==> config.mk <==
export PLATFORM = sky130hd
export DESIGN_NAME = miriscv_lsu
export DESIGN_NICKNAME = d
export VERILOG_FILES = /design/src/rtl/miriscv_decode_pkg.sv /design/src/rtl/miriscv_lsu_pkg.sv /design/src/rtl/miriscv_lsu_load_fmt.sv /design/src/rtl/miriscv_lsu.sv
export SDC_FILE = /design/constraint.sdc
export NUM_CORES = 1
export LEC_CHECK = 0
export CORE_ASPECT_RATIO = 2
export CORE_MARGIN = 5
export CORE_UTILIZATION = 35
export CTS_CLUSTER_SIZE = 28
export DETAILED_ROUTE_END_ITERATION = 7
export PLACE_DENSITY = 0.66
export SETUP_SLACK_MARGIN = 0.5
export SYNTH_ARGS = -nofsm -noshare
export SYNTH_HDL_FRONTEND = slang
export SYNTH_HIERARCHICAL = 1
export SYNTH_SLANG_ARGS = --single-unit
==> constraint.sdc <==
create_clock -name clk_i -period 5.35 [get_ports clk_i]
set_input_delay 0.8025 -clock clk_i [delete_from_list [all_inputs] [get_ports clk_i]]
set_output_delay 0.8025 -clock clk_i [all_outputs]
set_load 0.05 [all_outputs]
==> src/rtl/miriscv_decode_pkg.sv <==
`default_nettype none
//============================================================================
// Module : miriscv_decode_pkg
// Brief  : Decoder encodings shared with execute-side units (memory sizes).
// Rev    : 1.0
//============================================================================
package miriscv_decode_pkg;

  localparam logic [2:0] MEM_ACCESS_WORD  = 3'd0;
  localparam logic [2:0] MEM_ACCESS_HALF  = 3'd1;
  localparam logic [2:0] MEM_ACCESS_BYTE  = 3'd2;
  localparam logic [2:0] MEM_ACCESS_UHALF = 3'd3;
  localparam logic [2:0] MEM_ACCESS_UBYTE = 3'd4;

endpackage
`default_nettype wire

==> src/rtl/miriscv_lsu_pkg.sv <==
`default_nettype none
//============================================================================
// Module : miriscv_lsu_pkg
// Brief  : LSU state encoding and byte-enable / alignment helpers.
// Rev    : 1.0
//============================================================================
package miriscv_lsu_pkg;

  import miriscv_decode_pkg::*;

  typedef enum logic [1:0] {
    IDLE = 2'd0,
    REQ  = 2'd1,
    RSP  = 2'd2,
    DONE = 2'd3
  } lsu_state_t;

  function automatic logic [3:0] lsu_be(input logic [2:0] size, input logic [1:0] addr_lo);
    logic [3:0] be;
    be = 4'b0000;
    case (size)
      MEM_ACCESS_WORD:                   be = 4'b1111;
      MEM_ACCESS_HALF, MEM_ACCESS_UHALF: be = addr_lo[1] ? 4'b1100 : 4'b0011;
      MEM_ACCESS_BYTE, MEM_ACCESS_UBYTE: be = 4'b0001 << addr_lo;
      default:                           be = 4'b0000;
    endcase
    return be;
  endfunction

  // Illegal size codes are reported through the same fault path as misalignment.
  function automatic logic lsu_misaligned(input logic [2:0] size, input logic [1:0] addr_lo);
    logic fault;
    fault = 1'b0;
    case (size)
      MEM_ACCESS_WORD:                   fault = (addr_lo != 2'b00);
      MEM_ACCESS_HALF, MEM_ACCESS_UHALF: fault = addr_lo[0];
      MEM_ACCESS_BYTE, MEM_ACCESS_UBYTE: fault = 1'b0;
      default:                           fault = 1'b1;
    endcase
    return fault;
  endfunction

endpackage
`default_nettype wire

==> src/rtl/miriscv_lsu_load_fmt.sv <==
`default_nettype none
//============================================================================
// Module : miriscv_lsu_load_fmt
// Brief  : Selects the addressed lane of a read word and sign/zero-extends it.
// Rev    : 1.0
//============================================================================
module miriscv_lsu_load_fmt
  import miriscv_decode_pkg::*;
(
  input  logic [31:0] rdata,
  input  logic [2:0]  size,
  input  logic [1:0]  addr_lo,
  output logic [31:0] data
);

  logic [7:0]  w_byte;
  logic [15:0] w_half;

  always_comb begin
    w_byte = rdata[8*addr_lo +: 8];
    w_half = addr_lo[1] ? rdata[31:16] : rdata[15:0];
    data   = rdata;
    case (size)
      MEM_ACCESS_BYTE:  data = {{24{w_byte[7]}}, w_byte};
      MEM_ACCESS_UBYTE: data = {24'd0, w_byte};
      MEM_ACCESS_HALF:  data = {{16{w_half[15]}}, w_half};
      MEM_ACCESS_UHALF: data = {16'd0, w_half};
      default:          data = rdata;
    endcase
  end

endmodule
`default_nettype wire

==> src/rtl/miriscv_lsu.sv <==
`default_nettype none
//============================================================================
// Module : miriscv_lsu
// Brief  : Single-outstanding load/store unit on a req/gnt/rvalid data bus.
// Rev    : 1.0
//============================================================================
module miriscv_lsu
  import miriscv_decode_pkg::*;
  import miriscv_lsu_pkg::*;
#(
  parameter int ADDR_WIDTH = 32,
  parameter int DATA_WIDTH = 32
) (
  input  logic                  clk_i,
  input  logic                  rst_i,

  input  logic                  lsu_req_i,
  input  logic                  lsu_we_i,
  input  logic [2:0]            lsu_size_i,
  input  logic [ADDR_WIDTH-1:0] lsu_addr_i,
  input  logic [DATA_WIDTH-1:0] lsu_wdata_i,
  output logic                  lsu_stall_o,
  output logic                  lsu_valid_o,
  output logic [DATA_WIDTH-1:0] lsu_rdata_o,
  output logic                  lsu_misalign_o,

  output logic                  data_req_o,
  output logic                  data_we_o,
  output logic [3:0]            data_be_o,
  output logic [ADDR_WIDTH-1:0] data_addr_o,
  output logic [DATA_WIDTH-1:0] data_wdata_o,
  input  logic                  data_gnt_i,
  input  logic                  data_rvalid_i,
  input  logic [DATA_WIDTH-1:0] data_rdata_i
);

  lsu_state_t            r_state;
  lsu_state_t            w_next_state;

  logic                  r_we;
  logic [2:0]            r_size;
  logic [1:0]            r_addr_lo;
  logic                  r_fault;
  logic [3:0]            r_be;
  logic [ADDR_WIDTH-1:0] r_addr;
  logic [DATA_WIDTH-1:0] r_wdata;
  logic [DATA_WIDTH-1:0] r_rdata;

  logic                  w_fault;
  logic [DATA_WIDTH-1:0] w_wdata;
  logic [DATA_WIDTH-1:0] w_load_data;
  logic                  w_capture;

  assign w_fault = lsu_misaligned(lsu_size_i, lsu_addr_i[1:0]);

  always_comb begin
    w_wdata = lsu_wdata_i;
    case (lsu_size_i)
      MEM_ACCESS_HALF, MEM_ACCESS_UHALF: w_wdata = {2{lsu_wdata_i[15:0]}};
      MEM_ACCESS_BYTE, MEM_ACCESS_UBYTE: w_wdata = {4{lsu_wdata_i[7:0]}};
      default:                           w_wdata = lsu_wdata_i;
    endcase
  end

  miriscv_lsu_load_fmt u_load_fmt (
    .rdata   (data_rdata_i),
    .size    (r_size),
    .addr_lo (r_addr_lo),
    .data    (w_load_data)
  );

  // Response data is only meaningful once the request has been granted.
  assign w_capture = ((r_state == REQ) && data_gnt_i && data_rvalid_i) ||
                     ((r_state == RSP) && data_rvalid_i);

  always_ff @(posedge clk_i) begin
    if (rst_i) begin
      r_state <= IDLE;
    end else begin
      r_state <= w_next_state;
    end
  end

  always_comb begin
    w_next_state = r_state;
    case (r_state)
      IDLE: if (lsu_req_i) w_next_state = w_fault ? DONE : REQ;
      REQ:  if (data_gnt_i) w_next_state = data_rvalid_i ? DONE : RSP;
      RSP:  if (data_rvalid_i) w_next_state = DONE;
      DONE: w_next_state = IDLE;
      default: w_next_state = IDLE;
    endcase
  end

  always_comb begin
    lsu_stall_o    = ((r_state == IDLE) && lsu_req_i) || (r_state == REQ) || (r_state == RSP);
    data_req_o     = (r_state == REQ);
    lsu_valid_o    = (r_state == DONE) && !r_fault;
    lsu_misalign_o = (r_state == DONE) && r_fault;
    lsu_rdata_o    = lsu_valid_o ? r_rdata : '0;
  end

  always_ff @(posedge clk_i) begin
    if (rst_i) begin
      r_we      <= 1'b0;
      r_size    <= 3'd0;
      r_addr_lo <= 2'd0;
      r_fault   <= 1'b0;
      r_be      <= 4'd0;
      r_addr    <= '0;
      r_wdata   <= '0;
      r_rdata   <= '0;
    end else begin
      if ((r_state == IDLE) && lsu_req_i) begin
        r_fault <= w_fault;
        r_rdata <= '0;
        if (!w_fault) begin
          r_we      <= lsu_we_i;
          r_size    <= lsu_size_i;
          r_addr_lo <= lsu_addr_i[1:0];
          r_be      <= lsu_be(lsu_size_i, lsu_addr_i[1:0]);
          r_addr    <= {lsu_addr_i[ADDR_WIDTH-1:2], 2'b00};
          r_wdata   <= w_wdata;
        end
      end
      if (w_capture) begin
        r_rdata <= r_we ? '0 : w_load_data;
      end
    end
  end

  assign data_we_o    = r_we;
  assign data_be_o    = r_be;
  assign data_addr_o  = r_addr;
  assign data_wdata_o = r_wdata;

endmodule
`default_nettype wire

==> results of run 1 <==
## area by class of cell
type / count / area [µm²]
Fill cell: 1493 / 7820
Multi-Input combinational cell: 467 / 3050
Sequential cell: 107 / 2140
Timing Repair Buffer: 213 / 2110
Clock buffer: 11 / 253
Tap cell: 201 / 251
Clock inverter: 5 / 43.8
Inverter: 8 / 30.0
## metrics by stage
stage                     hold WS (ps)  area, µm²  setup slack [ps]  instances  power (mW)
final                              478       7880              2100       1012        2.87
after global routing               503       7880              1920       1012        3.02
after CTS                          479       7880              2080       1012        2.90
after detailed placement           468       7580              1790        996        2.23
after global placement             461       7580              1910        996        2.21
after floorplan                    445       5550              2670        650        1.85
## path summary, 6_finish.rpt
kind	startpoint	endpoint	depth (start not counted)
max	lsu_req_i	lsu_stall_o	4
min	data_addr_o[29]	data_addr_o[29]	2
max reg2reg	r_size[0]	r_rdata[17]	5
min reg2reg	data_addr_o[29]	data_addr_o[29]	2
## power by group through the flow
stage / Sequential [mW] / Combinational (mW) / Clock, mW
final: 0.992 / 1.22 / 0.664
after global routing: 1.01 / 1.31 / 0.708
after CTS: 0.992 / 1.23 / 0.681
after detailed placement: 1.01 / 1.22 / 0
after global placement: 1.01 / 1.20 / 0
after floorplan: 1.22 / 0.632 / 0
## per-layer routing
layer	global-route usage (%)	up-vias	share of wire, %
li1	-	2727	-
met1	22.0	2684	35
met2	38.8	230	54
met3	3.46	48	5.5
met4	11.8	0	5.5
met5	0	-	0
## Yosys cell counts, types with 5 or more instances
cell type,count
a211oi_1,18
a21o_1,16
a21oi_1,76
a22oi_1,32
a311oi_1,14
a32o_1,7
a32oi_1,17
and2_1,34
buf_2,16
buf_6,8
clkbuf_1,36
dfxtp_1,107
ha_1,5
inv_1,7
mux2i_1,25
nand2_1,21
nand3_1,45
nor2_1,39
nor2b_1,5
nor3_1,10
o21ai_0,54
o221ai_1,7
## flip-flops by register name (all words and copies together) (netlist names)
signal,flops
r_size,3
data_wdata_o,32
data_addr_o,30
data_we_o,1
data_be_o,4
r_addr_lo,2
r_state,2
r_rdata,32
r_fault,1
## placed cells by master (no fill, tap or decap), types with 9 or more instances in the layout
cell type,netlist,layout
nand2_1,21,21
a311oi_1,14,14
a32oi_1,17,17
a21oi_1,76,76
clkdlybuf4s50_1,0,206
dfxtp_1,107,107
clkbuf_16,0,9
a22oi_1,32,32
nand3_1,45,45
a21o_1,16,16
o21ai_0,54,54
nor2_1,39,39
mux2i_1,25,25
nor3_1,10,9
and2_1,34,34
a211oi_1,18,18
## worst max-delay path, cell delays in order
cell and delay (ps):
clkdlybuf4s50_1 430, and2_1 190, or3_1 300, clkdlybuf4s50_1 720
## logic make-up after synthesis
kind of cell | count (synthesis) | synth area share [%]
AO/OA/AOI/OAI | 259 | 31.5
XOR/XNOR | 2 | 0.316
adder cells (fa/ha/maj) | 5 | 1.13
buffers and inverters | 76 | 6.84
flip-flops | 107 | 38.6
multiplexers | 26 | 4.92
other | 1 | 0.0676
AND/OR/NAND/NOR | 173 | 16.6
==> run metrics, run 1 <==
Post-synth EDFFs 0; Worst IR Drop VDD 183 µV; RSZ-0062 raised after global routing no; Psw approximately 1.2 mW; largest net degree at the start of global routing 108; Die Wd 99.0 µm; critical path class in -> out; DRC viols 0; Yosys warnings 6; largest cells by area after synthesis dfxtp_1 (39%), a21oi_1 (6.9%), o21ai_0 (4.9%); H-tree depth 3; Tmin final 3250 ps; post_cts resized 0; wirelength, routed 20100 µm; initial antenna violation count 0; Final Max Slew Viols 0; total negative slack 0 ps; Ports 210; DIE AREA 0.0186 mm²; Core Area around 0.016 mm²; postcts setup bufs 0; die extent in y 188 µm; clk_skew 12.5 ps; Seq pwr share between 30% and 40%; Seq/Total Area, Yosys slightly below 40%; layout cell share with drive strength beyond 1 5.18%; clock sinks about 110; Hold Buf Count CTS 0; Primary FF master, synth dfxtp_1; GRT overflow 0; crit path capture type output pin; clock tree root driver cell clkbuf_16; Cell Pwr Density 365 mW/mm²; Final Hold Viols 0; Finish-stage setup viols 0; Clock Power Share 23.1%; first-pass GRT wire length 31500 µm; P_int 1.70 mW; Synth area leader dfxtp_1; share of total power in combinational logic approximately 42%; vias in the first global route roughly 5.8k; gr usage total roughly a fifth; area grow syn2layout 42.1%; CP required approximately 4600 ps; DR iter-0 viols 282; Critical Path AT 2450 ps; reg2reg setup slack a little under 3000 ps; number of max-cap violations 0; CTS tree yes; Cells after Synth 649; actual slew at the worst max-slew pin 1160 ps; Routed wire per std cell 19.8 µm; number of synthesized register bits 107; via/cell ratio 5.62; Post-Syn Area around 0.0055 mm²; # diodes 0; Leak 2.74 nW; starting density of the core 35.3%; Detail Placement HPWL 14700 µm; Routed Antenna Nets 0; Max-slew headroom 22.5%; clock buffer count from CTS 9; Core Util, Final 50.2%; Clock transition at path regs about 80 ps; Mapped Avg Cell Area 8.55 µm²; Crit Path Max Fanout 3; GPL Wtd Cong 0.902; # port buffers 207; Max Fclk 307 MHz; Clock Tree Buf Depth 2; Sw Ratio 40.9%; Distinct cells, synth 53; outcome finished, final reports clean; Nets about 900; clock latency reported for the late side of the worst-skew pair 350 ps; type of the tightest min-delay check reg -> reg; First-pass DRT Iterations 5; floorplan row count 65; CP Launch Type primary input; via count around 5.7k; Tcrit/Tclk final 60.8%; asr flop ratio synth 0%; post-synth top area share just under 40%
Note: power is estimated with default switching activity, not from simulation.
==> run 2: changes to the inputs <==
- clock period: 5.35 -> 3.1 ns (I/O delays scaled with it)
==> run metrics, run 2 (same netlist as run 1, synthesis figures left out) <==
Fill cells 1472 (was 1493); Final Max Slew Viols 0 (unchanged); most common cell after layout, fill and taps aside clkdlybuf4s50_1 (unchanged); DIE AREA 0.0186 mm² (unchanged); Top delay family on crit path buffers and inverters (unchanged); Detail Placement HPWL 15300 µm (was 14700 µm); GRT overflow 0 (unchanged); pre-CTS WS 505 ps (was 1790 ps); Setup WS post-layout 644 ps (was 2100 ps); clock tree root driver cell clkbuf_16 (unchanged); clk_skew 9.15 ps (was 12.5 ps); crit path capture type output pin (unchanged); First-pass DRT Iterations 5 (unchanged); type of the tightest min-delay check reg -> reg (unchanged); via/cell ratio 5.61 (was 5.62); Finish-stage setup viols 0 (unchanged); clock latency reported for the late side of the worst-skew pair 340 ps (was 350 ps); FF-to-FF End r_rdata[18] (was r_rdata[17]); CP Launch Type flop (was primary input); Critical Path AT 1990 ps (was 2450 ps); Critical Path, Cell by Cell inv_1, ha_1, and2_1, or3_1, dlygate4sd2_1 (was clkdlybuf4s50_1, and2_1, or3_1, clkdlybuf4s50_1); Final Hold Viols 0 (unchanged); Hold Crit Endpoint r_fault (was data_addr_o[29]); gr usage total 21.3% (was 21.1%); GPL Wtd Cong 0.880 (was 0.902); cells on worst reg2reg path 5 (unchanged); slowest CP cell dlygate4sd2_1 (was clkdlybuf4s50_1); outcome finished, final reports clean (unchanged); H-tree depth 3 (unchanged); # port buffers 207 (unchanged); Buf/Inv on CP 2 (unchanged); actual slew at the worst max-slew pin 1170 ps (was 1160 ps); vias in the first global route 5906 (was 5785); Tmin final 2460 ps; Worst path depth 5 (was 4); Hold Buf Count CTS 0 (unchanged); via count 5714 (was 5689); clock sinks 107 (unchanged); Routed wire per std cell 20.1 µm (was 19.8 µm); largest net degree at the start of global routing 108 (unchanged); post_cts resized 1 (was 0); Crit Path Max Fanout 5 (was 3); # diodes 0 (unchanged); Ports 210 (unchanged); floorplan row count 65 (unchanged); commonest non-fill, non-tap cells in the layout clkdlybuf4s50_1 (172), dfxtp_1 (107), a21oi_1 (76) (was clkdlybuf4s50_1 (206), dfxtp_1 (107), a21oi_1 (76)); Tcrit/Tclk final roughly four fifths; Max-slew headroom 21.9% (was 22.5%); CP required 2630 ps (was 4550 ps); worst r2r src r_size[0] (unchanged); Core Area 0.0157 mm² (unchanged); DRC viols 0 (unchanged); postcts setup bufs 0 (unchanged); RSZ-0062 raised after global routing no (unchanged); starting density of the core 35.3% (unchanged); Leak 2.96 nW (was 2.74 nW); Clock Tree Buf Depth 2 (unchanged); Cell Pwr Density 612 mW/mm² (was 365 mW/mm²); total negative slack 0 ps (unchanged); number of max-cap violations 0 (unchanged); reg2reg setup slack 710 ps (was 2930 ps); hold path depth 2 (unchanged); DR iter-0 viols 311 (was 282); Worst IR Drop VDD 387 µV (was 183 µV); max incr delay on CP 430 ps (was 720 ps); Hold Path Origin r_fault (was data_addr_o[29]); Clock transition at path regs 70 ps (was 80 ps); Routed Antenna Nets 0 (unchanged); CTS tree yes (unchanged); critical path class reg -> out (was in -> out); initial antenna violation count 0 (unchanged); Die Wd 99.0 µm (unchanged); area grow syn2layout 50.1% (was 42.1%); clock buffer count from CTS 9 (unchanged); wirelength, routed 20500 µm (was 20100 µm); Nets 925 (was 916); Max Fclk between 400 and 500 MHz; layout cell share with drive strength beyond 1 9.90% (was 5.18%); die extent in y 188 µm (unchanged); first-pass GRT wire length 31800 µm (was 31500 µm)
[run 2: changes by cell type in the layout (fill, tap and decap cells not counted), moves of 2 or more]
cell             delta
buf_12             +36
buf_4               +6
bufinv_16           +2
clkbuf_8            -2
clkdlybuf4s50_1    -34
clkinv_4            -3
[run 2: cell type report]
class | count | area (µm²) | area share [%]
clock buffers | 10 | 229 | 2.75
inverters | 8 | 30.0 | 0.361
flip-flops and latches | 107 | 2140 | 25.7
clock inverters | 4 | 76.3 | 0.917
repair buffers | 222 | 2550 | 30.6
well taps | 201 | 251 | 3.02
multi-input cells | 467 | 3050 | 36.6
[run 2: how the worst max path moves through the flow]
stage | end | slack (ps) | start
6_report | lsu_stall_o | 640 | r_state[1]
3_5_place_dp | lsu_stall_o | 500 | lsu_req_i
5_1_grt | r_rdata[23] | 510 | r_size[0]
3_3_place_gp | lsu_stall_o | 500 | lsu_req_i
2_1_floorplan | lsu_rdata_o[22] | 760 | r_state[1]
4_1_cts | lsu_stall_o | 620 | r_state[1]
[run 2: stage by stage]
| step | utilization, % | std cells | total power, mW | hold slack [ps] | instance area (µm²) |
|---|---|---|---|---|---|
| floorplan | - | 650 | 3.19 | 445 | 5550 |
| global placement | 51.1 | 1005 | 3.87 | 456 | 8020 |
| detailed placement | 51.1 | 1005 | 3.92 | 463 | 8020 |
| CTS | 53.0 | 1019 | 5.14 | 475 | 8320 |
| global route | 53.0 | 1019 | 5.34 | 489 | 8320 |
| finish | 53.0 | 1019 | 5.09 | 472 | 8320 |
[run 2: layer usage]
metal | global-route usage [%] | vias up | part of all wire [%]
met4 | 11.9 | 0 | 5.2
met5 | 0 | - | 0
met2 | 39.9 | 227 | 54
li1 | - | 2738 | -
met1 | 21.8 | 2700 | 36
met3 | 3.43 | 49 | 5.0
[run 2: where the power goes]
part / internal, mW / switching (mW)
Sequential: 1.57 / 0.142
Clock: 0.703 / 0.502
Combinational: 0.804 / 1.37
Total: 3.08 / 2.01
[run 2: worst register-to-register path: stages (launching register included)]
cell	delay [ps]
dfxtp_1	910
or3b_1	440
o2bb2ai_2	580
a21o_1	140
a22oi_1	70
nor2_1	170
